### config.mk
export PLATFORM = sky130hd
export DESIGN_NAME = mem_access
export DESIGN_NICKNAME = d
export VERILOG_FILES = /design/src/rtl/mem_access.sv
export SDC_FILE = /design/constraint.sdc
export NUM_CORES = 1
export LEC_CHECK = 0
export BUFFER_PORTS_ARGS = -buffer_cell sky130_fd_sc_hd__buf_2
export CORE_MARGIN = 5
export CORE_UTILIZATION = 40
export CTS_CLUSTER_DIAMETER = 120
export DETAILED_ROUTE_END_ITERATION = 7
export PLACE_DENSITY_LB_ADDON = 0.15
export SYNTH_ARGS = -nofsm -noshare
export SYNTH_HDL_FRONTEND = slang
export SYNTH_SLANG_ARGS = --single-unit
### constraint.sdc
create_clock -name clk -period 3.4 [get_ports clk]
set_clock_uncertainty 0.2 [all_clocks]
set_input_delay 0.68 -clock clk [delete_from_list [all_inputs] [get_ports clk]]
set_output_delay 0.68 -clock clk [all_outputs]
set_load 0.05 [all_outputs]
### src/rtl/mem_access.sv
// rtl/mem_access.sv - MEM pipeline stage: req/ack data-memory access, load extension, MEM/WB register (optional MEM_ALIGN_CHECK_EN)
module mem_access #(
    parameter int DATA_W = 32,
    parameter int ADDR_W = 32
) (
    input  logic              clk,
    input  logic              rst,
    input  logic [DATA_W-1:0] alu_rst_i,
    input  logic [DATA_W-1:0] mem_wdata_i,
    input  logic [4:0]        rd_i,
    input  logic              memread_i,
    input  logic              memwrite_i,
    input  logic              memtoreg_i,
    input  logic              regwrite_i,
    input  logic [1:0]        size_i,
    input  logic              unsigned_i,
    output logic              dmem_req_o,
    output logic              dmem_we_o,
    output logic [ADDR_W-1:0] dmem_addr_o,
    output logic [3:0]        dmem_be_o,
    output logic [DATA_W-1:0] dmem_wdata_o,
    input  logic [DATA_W-1:0] dmem_rdata_i,
    input  logic              dmem_ack_i,
    output logic              stall_o,
    output logic              misalign_o,
    output logic [4:0]        wb_rd_o,
    output logic              wb_regwrite_o,
    output logic              wb_memtoreg_o,
    output logic [DATA_W-1:0] wb_alu_rslt_o,
    output logic [DATA_W-1:0] wb_rdata_o,
    output logic [DATA_W-1:0] fwd_data_o
);

    typedef enum logic [0:0] {
        ST_IDLE = 1'b0,
        ST_WAIT = 1'b1
    } state_t;

    localparam logic [1:0] SZ_BYTE = 2'b00;
    localparam logic [1:0] SZ_HALF = 2'b01;

    state_t            state;
    logic              is_mem;
    logic              misaligned;
    logic              access;
    logic              is_load;
    logic [1:0]        lane;
    logic [7:0]        load_byte;
    logic [15:0]       load_half;
    logic [DATA_W-1:0] load_ext;
    logic              misalign_q;

    assign is_mem  = memread_i | memwrite_i;
    // A store that also claims to be a load is treated as a store.
    assign is_load = memread_i & ~memwrite_i;
    assign lane    = alu_rst_i[1:0];

    // Alignment check: only half/word can be misaligned; the default build never flags.
    always_comb begin
        misaligned = 1'b0;
`ifdef MEM_ALIGN_CHECK_EN
        case (size_i)
            SZ_BYTE: misaligned = 1'b0;
            SZ_HALF: misaligned = alu_rst_i[0];
            default: misaligned = (alu_rst_i[1:0] != 2'b00);
        endcase
`endif
    end

    assign access = is_mem & ~misaligned;

    // Request stays up for the whole transaction; reset kills it immediately.
    assign dmem_req_o = ~rst & (access | (state == ST_WAIT));
    assign stall_o    = ~rst & access & ~dmem_ack_i;
    assign dmem_we_o  = memwrite_i;
    assign dmem_addr_o = {alu_rst_i[ADDR_W-1:2], 2'b00};

    // Byte enables; half and word ignore the low address bits below their alignment.
    always_comb begin
        dmem_be_o = 4'b1111;
        case (size_i)
            SZ_BYTE: dmem_be_o = 4'b0001 << lane;
            SZ_HALF: dmem_be_o = lane[1] ? 4'b1100 : 4'b0011;
            default: dmem_be_o = 4'b1111;
        endcase
    end

    // Store data replicated across every lane so memory can pick by byte enable.
    always_comb begin
        dmem_wdata_o = mem_wdata_i;
        case (size_i)
            SZ_BYTE: dmem_wdata_o = {4{mem_wdata_i[7:0]}};
            SZ_HALF: dmem_wdata_o = {2{mem_wdata_i[15:0]}};
            default: dmem_wdata_o = mem_wdata_i;
        endcase
    end

    // Lane selection of the returned word for sub-word loads.
    always_comb begin
        load_byte = dmem_rdata_i[7:0];
        case (lane)
            2'd0: load_byte = dmem_rdata_i[7:0];
            2'd1: load_byte = dmem_rdata_i[15:8];
            2'd2: load_byte = dmem_rdata_i[23:16];
            default: load_byte = dmem_rdata_i[31:24];
        endcase
        load_half = lane[1] ? dmem_rdata_i[31:16] : dmem_rdata_i[15:0];
    end

    // Sign or zero extension of the selected lane to full width.
    always_comb begin
        load_ext = dmem_rdata_i;
        case (size_i)
            SZ_BYTE: load_ext = unsigned_i ? {24'h0, load_byte}
                                           : {{24{load_byte[7]}}, load_byte};
            SZ_HALF: load_ext = unsigned_i ? {16'h0, load_half}
                                           : {{16{load_half[15]}}, load_half};
            default: load_ext = dmem_rdata_i;
        endcase
    end

    // Transaction FSM: IDLE completes zero-wait accesses, WAIT holds until ack.
    always_ff @(posedge clk or posedge rst) begin
        if (rst) begin
            state <= ST_IDLE;
        end else begin
            case (state)
                ST_IDLE: if (access && !dmem_ack_i) state <= ST_WAIT;
                ST_WAIT: if (dmem_ack_i || !access) state <= ST_IDLE;
                default: state <= ST_IDLE;
            endcase
        end
    end

    // MEM/WB register: advance when not stalled, insert a bubble while waiting.
    always_ff @(posedge clk or posedge rst) begin
        if (rst) begin
            wb_rd_o       <= 5'd0;
            wb_regwrite_o <= 1'b0;
            wb_memtoreg_o <= 1'b0;
            wb_alu_rslt_o <= '0;
            wb_rdata_o    <= '0;
            misalign_q    <= 1'b0;
        end else begin
            misalign_q <= is_mem & misaligned;
            if (stall_o) begin
                wb_regwrite_o <= 1'b0;
            end else begin
                wb_rd_o       <= rd_i;
                wb_regwrite_o <= regwrite_i & ~(is_mem & misaligned);
                wb_memtoreg_o <= memtoreg_i;
                wb_alu_rslt_o <= alu_rst_i;
                wb_rdata_o    <= (is_load && access && dmem_ack_i) ? load_ext : '0;
            end
        end
    end

    assign misalign_o = misalign_q;
    assign fwd_data_o = wb_memtoreg_o ? wb_rdata_o : wb_alu_rslt_o;

endmodule

Yosys cells after proc, flatten, opt, wreduce, memory -nomap -nowiden
Index checks and enable logic that the tools add are counted.
Word-level totals
  register bits after elaboration: 72
  latch bits: 0
  bits in writable memories: 0
  bits in read-only memories: 0
  logic and storage cells: 42
  memories: 0
Cells by class
  add/sub/neg operators: 0
  multipliers: 0
  div/mod/pow operators: 0
  $lt $le $gt $ge: 0
  eq/ne operators: 3
  shift-type cells: 1
  multiplexer cells: 14
  bitwise gates (word level): 10
  reductions and logical operators: 8
Operator list (number)
  $mux W32: 4
  $pmux W32 S2: 2
  $pmux W8 S3: 1
  $mux W16: 1
  $pmux W4 S2: 1
  $and A1 B1 Y1: 4
  $eq A2 B1 Y1 const B: 2
  $logic_not A2 Y1: 2
  $mux W4: 1
  $not A1 Y1: 4
  $shl A1 B2 Y4 const A: 1
  $logic_and A1 B1 Y1: 3
  $mux W1: 3
  $eq A2 B2 Y1 const B: 1
  $logic_not A1 Y1: 2
  $or A1 B1 Y1: 2
  $pmux W1 S2: 1
  $logic_or A1 B1 Y1: 1

Depth between registers and ports, before layout
Gate-level depths: netlist (run 1).
  depth after elaboration: 5
  mapped depth: 7
  depth with buffers taken out: 4

Worst setup path before layout (run 1)
Ideal clock, no wire load.
  path type: input -> output
  start: input port size_i[0]
  end: output port dmem_wdata_o[24]
  arrival time: 2.363 ns
  slack: 0.157 ns
  stages on the path: 4
  path buffers: 2
  cells stage by stage: clkbuf_1 > buf_2 > mux2i_1 > o21ai_0
Between the ends
  longest elaborated chain between the ends: 2
RTL lines
  start: declaration: RTL line 15  | input logic [1:0] size_i,
  $eq A2 B1 Y1 / $logic_not A2 Y1 (equally long branches): RTL line 91  | case (size_i)
  $pmux W32 S2 (*): RTL line 91
  end: declaration: RTL line 21  | output logic [DATA_W-1:0] dmem_wdata_o,
Mark *: on every way between the ends. The rest lies on a longest branch, timed or not.

Worst setup path in the final report (run 1)
  start: input port size_i[0]
  end: output port dmem_wdata_o[15]
The elaborated chain is that of the path after synthesis.

==> flow_metrics.py, run 1 <==
metrics = {
    "clocking": {
        "clock_path_buffers": 2,
        "cts_tree": "built",
        "cts_sinks": 72,
        "htree_levels": 3,
        "cts_setup_buffers": 0,
        "insertion_delay_ps": 340,
        "postCtsHoldBufs": 0,
        "clkTransAtPathRegs_ps": 80,
        "post_cts_resize_count": 0,
        "cts_root_buffer": "clkbuf_8",
        "numCtsBuffers": 9,
    },
    "logic_synthesis": {
        "synthMuxAreaShare": 0.254,
        "synth_area_sq_mm": 0.00425,
        "synth_compound_area_frac": 0.117,
        "synth_xor_xnor_area_share": 0,
        "synth_top_flop_cell": "dfrtp_1",
        "yosys.cell_types.count": 36,
        "synth_top_family_by_area": "multiplexers",
        "synth_edf_count": 0,
        "yosys_warnings": 0,
        "avgSynthCellArea_sq_um": 10.8,
        "synthSimpleGateAreaFrac": 0.0962,
        "async_reset_ff_frac": 1.00,
        "syn_inst": 393,
        "yosysSeqAreaShare": 0.424,
        "synthAdderAreaFrac": 0,
        "synth-seq-cells": 72,
    },
    "worst_setup_path": {
        "cp-start-kind": "primary input",
        "slowest_stage": "nor2_2",
        "endpoint_kind": "output pin",
        "r2r_end": "wb_memtoreg_o$_DFFE_PP0N_",
        "cp-endpoint": "dmem_wdata_o[15]",
        "path_cells": "buf_2 > nor2_2 > mux2_2 > buf_2",
        "reg2reg_slack_ps": 2090,
        "reg2reg_depth": 1,
        "worst-path-max-fanout": 12,
        "max_stage_delay_ps": 490,
        "critPathLaunch": "size_i[0]",
        "crit_path_frequent_cell": "buf_2",
        "cp_data_required_time_ps": 2520,
        "timing.rr.start": "wb_memtoreg_o$_DFFE_PP0N_",
        "arrival_ps": 1980,
        "crit_type": "in2out",
    },
    "grt": {
        "grt_first_pass_wirelength_um": 21700,
        "antenna_found_initial": 1,
        "grt_pass1_vias": 4047,
        "grt_use_total": 0.215,
        "grt_max_degree": 73,
        "grt_overflow": 0,
    },
    "timing": {
        "hold_violations": 0,
        "tns_ps": 0,
        "rsz0062_at_grt": "false",
        "relSlewSlack": 0.457,
        "fmax_mhz": 349,
        "tightest_slew_ps": 815,
        "finalCritPeriodShare": 0.842,
        "setup_violations": 0,
        "drv_slew": 0,
        "timing.final.crit_period_ps": 2860,
        "whs_ps": 272,
    },
    "power": {
        "pwr-share-seq": 0.351,
        "netSwitchingPower_mw": 1.12,
        "peakVddDrop_v": 0.000243,
        "clock_power_share": 0.274,
        "pwr_density_cell_mw_per_mm2": 477,
        "p_leak_nw": 3.01,
        "comb_power_share": 0.375,
        "p_int_mw": 1.60,
        "swShare": 0.412,
        "finalPower_mw": 2.72,
    },
    "placed_design": {
        "dp_cells": 749,
        "io_buffers": 282,
        "dp_hpwl_um": 11400,
        "place.gp.congestion": 0.805,
    },
    "routing": {
        "first_iter_violations": 236,
        "drc": 0,
        "viasPerCell": 5.13,
        "via_count": 3928,
        "wl_per_cell_um": 18.7,
        "first_pass_iters": 4,
        "wirelength_um": 14300,
        "drtAntennaViolNets": 0,
    },
    "floorplanning": {
        "pin_count": 286,
        "fp.dieW_um": 113,
        "start_util": 0.410,
        "rows": 37,
        "fp.dieArea_sq_mm": 0.0128,
        "die_h_um": 113,
        "core_area_sq_mm": 0.0104,
    },
    "outcome": {
        "outcome": "finished, final reports clean",
    },
    "min_path": {
        "hp-class": "in2async",
    },
    "run": {
        "drv_cap": 0,
    },
    "cells_and_area": {
        "filler_cell_count": 966,
        "nNetsFinal": 735,
        "layout-drive-gt1-share": 0.630,
        "syn_to_final_growth_pct": 33.9,
        "fin_cells": 766,
    },
}
stage by stage:
step / util / cell area, sq um / setup WS [ps]
CTS: 0.549 / 5690 / 508
floorplan: - / 4260 / 157
global route: 0.549 / 5700 / 457
finish: 0.549 / 5700 / 537
detailed placement: 0.529 / 5480 / 514
global placement: 0.529 / 5480 / 562
flip-flops by register name, summed over array words and instances, names as in the netlist:
register       count
wb_rd_o            5
wb_alu_rslt_o     32
wb_regwrite_o      1
wb_rdata_o        32
wb_memtoreg_o      1
state              1
cell type report:
type / count / area [sq um] / area share
clock inverter: 5 / 81.3 / 0.0143
multi-input combinational: 249 / 2010 / 0.353
clock buffer: 11 / 131 / 0.0231
timing repair buffer: 289 / 1490 / 0.261
sequential: 72 / 1800 / 0.316
tap: 136 / 170 / 0.0299
inverter: 3 / 12.5 / 0.00220
antenna: 1 / 2.50 / 0.000439
cell usage after synthesis (all sizes together) (3+ instances only):
master  instances  area [sq um]
mux2i           8          80.1
nor2b           3          18.8
nor2            6          25.0
inv             3          11.3
a21oi          11          55.1
nand2          35           139
a22o            3          26.3
buf            51           372
o21ai          27           135
clkbuf         20          75.1
nand3          13          65.1
or3             5          31.3
mux2           87           980
dfrtp          72          1800
a22oi           8          60.1
a221o          18           180
nand2b          7          43.8
cell families (layout without fill, tap and decap cells):
kind of cell    Yosys count  count (layout)
mux                      96              96
buf+inv                  74             308
compound gates           72              72
flops                    72              72
simple gates             78              78
other cells               1               4
power by group through the flow:
stage / combinational (mW) / sequential (mW) / clock (mW)
floorplan: 0.603 / 1.15 / 0
global placement: 1.02 / 0.968 / 0
detailed placement: 1.03 / 0.972 / 0
CTS: 1.03 / 0.954 / 0.767
global route: 1.07 / 0.962 / 0.797
finish: 1.02 / 0.953 / 0.746
cell usage in the layout (no fill, tap or decap), drive strengths merged, types with 3 or more instances in the layout:
cell / instances
a221o: 18
mux2i: 8
clkbuf: 11
nand2b: 7
dfrtp: 72
clkinv: 3
a21oi: 11
nand2: 35
a22o: 3
or3: 5
conb: 3
nor2: 6
buf: 289
nand3: 13
nor2b: 3
o21ai: 27
a22oi: 8
mux2: 87
worst min path at each step:
stage	startpoint	end	cells after the start
after detailed placement	wb_rd_o[1]$_DFFE_PP0N_	wb_rd_o[1]$_DFFE_PP0N_	1
after global routing	wb_rd_o[1]$_DFFE_PP0N_	wb_rd_o[1]$_DFFE_PP0N_	1
after floorplan	dmem_ack_i	state$_DFF_PP0_	1
after global placement	wb_rd_o[4]$_DFFE_PP0N_	wb_rd_o[4]$_DFFE_PP0N_	1
final	rst	state$_DFF_PP0_	2
after CTS	rst	state$_DFF_PP0_	2
layer usage:
metal  track usage  vias up  share of wire
li1              -     1835              -
met1         0.254     1888           0.38
met2         0.396      190           0.53
met3        0.0412       15          0.069
met4        0.0601        0          0.017
met5             0        -              0
worst max-delay path, delay by kind of cell:
family        cells  cell delay (ps)
simple gates      1              490
mux               1              400
buf+inv           2              410
(Power assumes the default switching activity.)
==> inputs of run 2 (changes only) <==
--- a/config.mk
+++ b/config.mk
@@ -7,7 +7,7 @@
 export LEC_CHECK = 0
 export BUFFER_PORTS_ARGS = -buffer_cell sky130_fd_sc_hd__buf_2
 export CORE_MARGIN = 5
-export CORE_UTILIZATION = 40
+export CORE_UTILIZATION = 38
 export CTS_CLUSTER_DIAMETER = 120
 export DETAILED_ROUTE_END_ITERATION = 7
 export PLACE_DENSITY_LB_ADDON = 0.15
==> constraint.sdc (replaced) <==
create_clock -name clk -period 2.44 [get_ports clk]
set_clock_uncertainty 0.2 [all_clocks]
set_input_delay 0.488 -clock clk [delete_from_list [all_inputs] [get_ports clk]]
set_output_delay 0.488 -clock clk [all_outputs]
set_load 0.05 [all_outputs]
==> run 2 against run 1 <==
Compared with the run above: register-to-register slack worse by 810 ps; die area up 4.8%; via count up 0.79%; global-route usage down 1.4 points; sequential cell count unchanged; wire length down 1.4%; first-iteration DRC count down 38%; hold slack worse by 250 ps; core utilization down 1.3 points; count of clock-buffer cells in the layout up 1; critical path depth unchanged; critical path type unchanged; largest cell class unchanged.
==> flow_metrics.py, run 2 (same netlist as run 1, synthesis figures left out) <==
metrics = {
    "cells_and_area": {
        "register_area_sq_mm": 0.00180,
        "nNetsFinal": 746,
        "final_util": 0.536,
        "syn_to_final_growth_pct": 37.2,
        "fin_cells": 781,
        "reg_top3": "wb_alu_rslt_o: 32 flops, wb_rdata_o: 32 flops, wb_rd_o: 5 flops",
        "layout_commonest_cell": "buf_2",
        "layout_common_cells": "282 x buf_2, 87 x mux2_2, 72 x dfrtp_1",
        "multi_input_area_sq_mm": 0.00204,
        "filler_cell_count": 1018,
        "layout-drive-gt1-share": 0.650,
        "stdcell_area_sq_mm": 0.00584,
    },
    "grt": {
        "grt_overflow": 0,
        "grt_use_total": 0.201,
        "grt_first_pass_wirelength_um": 20800,
        "antenna_found_initial": 1,
        "grt_pass1_vias": 3975,
        "grt_max_degree": 28,
    },
    "timing": {
        "tns_ps": 0,
        "tightest_slew_ps": 946,
        "drv_slew": 0,
        "fmax_mhz": 429,
        "rsz0062_at_grt": "false",
        "setup_violations": 0,
        "finalCritPeriodShare": 0.955,
        "relSlewSlack": 0.369,
        "hold_violations": 0,
        "timing.final.crit_period_ps": 2330,
    },
    "routing": {
        "wl_per_cell_um": 18.0,
        "first_pass_iters": 4,
        "drtAntennaViolNets": 0,
        "via_count": 3959,
        "wirelength_um": 14100,
        "drc": 0,
        "viasPerCell": 5.07,
        "first_iter_violations": 147,
    },
    "floorplanning": {
        "die_h_um": 116,
        "core_area_sq_mm": 0.0109,
        "fp.dieArea_sq_mm": 0.0134,
        "pin_count": 286,
        "rows": 38,
        "fp.dieW_um": 116,
        "start_util": 0.391,
    },
    "worst_setup_path": {
        "arrival_ps": 1640,
        "critPathLaunch": "size_i[0]",
        "crit_type": "in2out",
        "endpoint_kind": "output pin",
        "worst-path-max-fanout": 9,
        "cp-start-kind": "primary input",
        "cp_data_required_time_ps": 1750,
        "reg2reg_depth": 2,
        "timing.rr.start": "wb_memtoreg_o$_DFFE_PP0N_",
    },
    "placed_design": {
        "place.gp.congestion": 0.841,
        "dp_hpwl_um": 11700,
        "placed_cell_area_sq_mm": 0.00560,
        "io_buffers": 282,
        "dp_cells": 764,
    },
    "power": {
        "finalPower_mw": 3.85,
        "pwr_density_cell_mw_per_mm2": 660,
        "peakVddDrop_v": 0.000303,
        "p_leak_nw": 3.08,
    },
    "outcome": {
        "outcome": "finished, final reports clean",
    },
    "clocking": {
        "clkTransAtPathRegs_ps": 70,
        "cts_tree": "built",
        "cts_sinks": 72,
        "clock_path_buffers": 2,
        "cts_setup_buffers": 0,
        "insertion_delay_ps": 340,
        "numCtsBuffers": 9,
        "postCtsHoldBufs": 0,
        "cts_root_buffer": "clkbuf_8",
        "htree_levels": 3,
        "post_cts_resize_count": 0,
    },
    "run": {
        "drv_cap": 0,
    },
    "min_path": {
        "hp-class": "in2async",
    },
}
[run 2: final timing paths]
| path | to | slack, ps |
|---|---|---|
| setup / recovery | dmem_wdata_o[13] | 110 |
| hold / removal | state$_DFF_PP0_ | 30 |
| setup reg to reg | wb_memtoreg_o$_DFFE_PP0N_ | 1280 |
| hold reg to reg | wb_rd_o[0]$_DFFE_PP0N_ | 310 |
| max in group asynchronous | wb_rdata_o[21]$_DFFE_PP0N_ | 1500 |
| min in group clk | state$_DFF_PP0_ | 150 |
[run 2: report_power, final]
group          switching [mW]  internal, mW
Clock                   0.444         0.634
Sequential             0.0538          1.27
Combinational            1.05         0.397
Total                    1.55          2.30
[run 2: final cells by class]
| type | instances | share of cell area |
|---|---|---|
| Multi-Input combinational cell | 249 | 0.349 |
| Sequential cell | 72 | 0.309 |
| Timing Repair Buffer | 300 | 0.269 |
| Tap cell | 140 | 0.0300 |
| Clock buffer | 12 | 0.0266 |
| Clock inverter | 4 | 0.0131 |
| Inverter | 3 | 0.00257 |
| Antenna cell | 1 | 0.000429 |
[run 2: per-layer routing]
layer  GRT usage  routed length, um  vias up
met5           0                  0        -
met4      0.0781                310        0
met3      0.0339               1230       20
met2       0.376               7620      183
met1       0.228               4920     1894
li1            -                  -     1862
[run 2: critical path: stages]
cell and delay, ps:
buf_2 150, nor2_2 400, mux2_2 390, buf_2 210
[run 2: stage by stage]
step,hold slack (ps),setup WS [ps]
final,25.8,110
after detailed placement,291,104
after global placement,282,147
after global routing,69.0,37.5
after floorplan,354,-69.8
after CTS,33.5,102
==> inputs of run 3 (changes only) <==
--- a/config.mk
+++ b/config.mk
@@ -7,10 +7,12 @@
 export LEC_CHECK = 0
 export BUFFER_PORTS_ARGS = -buffer_cell sky130_fd_sc_hd__buf_2
 export CORE_MARGIN = 5
-export CORE_UTILIZATION = 38
+export CORE_UTILIZATION = 39
+export CTS_BUF_LIST = sky130_fd_sc_hd__clkbuf_8
 export CTS_CLUSTER_DIAMETER = 120
 export DETAILED_ROUTE_END_ITERATION = 7
 export PLACE_DENSITY_LB_ADDON = 0.15
+export RECOVER_POWER = 25
 export SYNTH_ARGS = -nofsm -noshare
 export SYNTH_HDL_FRONTEND = slang
 export SYNTH_SLANG_ARGS = --single-unit
==> run 3 against run 2 <==
Compared with the run above: the run now ends with capacitance limit, slew limit left; clock power up 10%; setup slack better by 72 ps; fmax up 3.2%; sequential share of layout area up 0.10 points; non-clock buffer count down 5; global-route usage up 0.61 points; final area down 0.32%.
==> flow_metrics.py, run 3 (same netlist as run 1, synthesis figures left out) <==
metrics = {
    "min_path": {
        "hp-class": "in2reg",
        "whs_path_depth": 2,
    },
    "clocking": {
        "clkTransAtPathRegs_ps": 90,
        "cts_sinks": 72,
        "cts_tree": "built",
        "clock_path_buffers": 2,
        "postCtsHoldBufs": 0,
        "cts_root_buffer": "clkbuf_8",
        "numCtsBuffers": 9,
        "cts_setup_buffers": 0,
        "htree_levels": 3,
        "insertion_delay_ps": 340,
        "post_cts_resize_count": 0,
    },
    "placed_design": {
        "place.gp.congestion": 0.891,
        "dp_hpwl_um": 11200,
        "pre_cts_slack_ps": 240,
        "placed_cell_area_sq_mm": 0.00559,
        "io_buffers": 282,
    },
    "worst_setup_path": {
        "worst-path-max-fanout": 34,
        "arrival_ps": 1570,
        "cp-start-kind": "register",
        "crit_cells": 3,
        "crit_type": "reg2out",
        "cp_data_required_time_ps": 1750,
        "slowest_stage": "dfrtp_1",
        "cp_top_family": "buffers and inverters",
        "crit_buf_inv": 2,
        "reg2reg_depth": 2,
        "path_cells": "buf_12 > mux2_2 > buf_2",
        "endpoint_kind": "output pin",
        "max_stage_delay_ps": 390,
    },
    "floorplanning": {
        "fp.dieArea_sq_mm": 0.0131,
        "start_util": 0.396,
        "die_h_um": 114,
        "fp.dieW_um": 114,
        "pin_count": 286,
        "rows": 38,
        "core_area_sq_mm": 0.0107,
    },
    "grt": {
        "grt_max_degree": 73,
        "grt_use_total": 0.208,
        "grt_overflow": 0,
        "antenna_found_initial": 0,
        "grt_first_pass_wirelength_um": 21200,
        "grt_pass1_vias": 3996,
    },
    "timing": {
        "hold_violations": 0,
        "rsz0062_at_grt": "false",
        "finalCritPeriodShare": 0.925,
        "fmax_mhz": 443,
        "worst_slack_ps": 183,
        "drv_slew": 73,
        "tightest_slew_ps": 1590,
        "timing.final.crit_period_ps": 2260,
        "setup_violations": 0,
        "relSlewSlack": -0.0577,
    },
    "power": {
        "pwr_density_cell_mw_per_mm2": 680,
        "peakVddDrop_v": 0.000322,
        "p_leak_nw": 3.06,
    },
    "routing": {
        "via_count": 3950,
        "drtAntennaViolNets": 0,
        "viasPerCell": 5.10,
        "wl_per_cell_um": 17.9,
        "first_pass_iters": 4,
        "wirelength_um": 13900,
        "drc": 0,
        "first_iter_violations": 200,
    },
    "cells_and_area": {
        "syn_to_final_growth_pct": 36.7,
        "num_antenna_cells": 0,
        "layout_commonest_cell": "buf_2",
        "stdcell_area_sq_mm": 0.00582,
        "reg_top3": "wb_alu_rslt_o: 32 flops, wb_rdata_o: 32 flops, wb_rd_o: 5 flops",
        "nNetsFinal": 741,
        "final_util": 0.541,
        "layout-drive-gt1-share": 0.641,
        "layout_common_cells": "278 x buf_2, 87 x mux2_2, 72 x dfrtp_1",
    },
    "outcome": {
        "violations": "capacitance limit, slew limit",
        "outcome": "finished with violations",
    },
    "run": {
        "drv_cap": 1,
    },
}
run 3: worst register-to-register path: stages (launching register included):
cell,delay [ps]
dfrtp_1,410
buf_12,190
mux2_2,280
run 3: layout make-up:
cell class / count / area [sq um]
inverter: 3 / 15.0
multi-input combinational: 249 / 2040
fill: 1016 / 4930
tap: 140 / 175
clock inverter: 7 / 125
clock buffer: 9 / 124
sequential: 72 / 1800
timing repair buffer: 295 / 1540
run 3: power by group:
part	switching, mW	internal, mW	leakage, nW
Clock	0.497	0.692	0.125
Sequential	0.0527	1.27	0.907
Combinational	1.05	0.393	2.03
run 3: routing by layer:
metal,routed length [um],vias to the layer above,track usage
met5,0,-,0
met4,242,0,0.0570
met3,1160,18,0.0492
met2,7270,178,0.374
met1,5210,1900,0.245
li1,-,1854,-
run 3: worst paths after layout:
kind                            slack (ps)                            end                      start
worst min register to register         310         wb_rd_o[2]$_DFFE_PP0N_     wb_rd_o[2]$_DFFE_PP0N_
worst min-delay path                   140                state$_DFF_PP0_                 dmem_ack_i
max in group asynchronous              500  wb_alu_rslt_o[26]$_DFFE_PP0N_                        rst
worst max-delay path                   180                 fwd_data_o[30]  wb_memtoreg_o$_DFFE_PP0N_
worst max register to register        1260      wb_memtoreg_o$_DFFE_PP0N_  wb_memtoreg_o$_DFFE_PP0N_
min in group asynchronous              570                state$_DFF_PP0_                        rst
run 3: stage by stage:
step	std cells	hold WS (ps)	setup TNS, ps	total power, mW
finish	775	144	0	3.95
global route	775	147	0	4.12
CTS	775	80.2	0	4.00
detailed placement	759	290	0	2.81
global placement	759	285	0	2.80
floorplan	395	354	-140	2.45
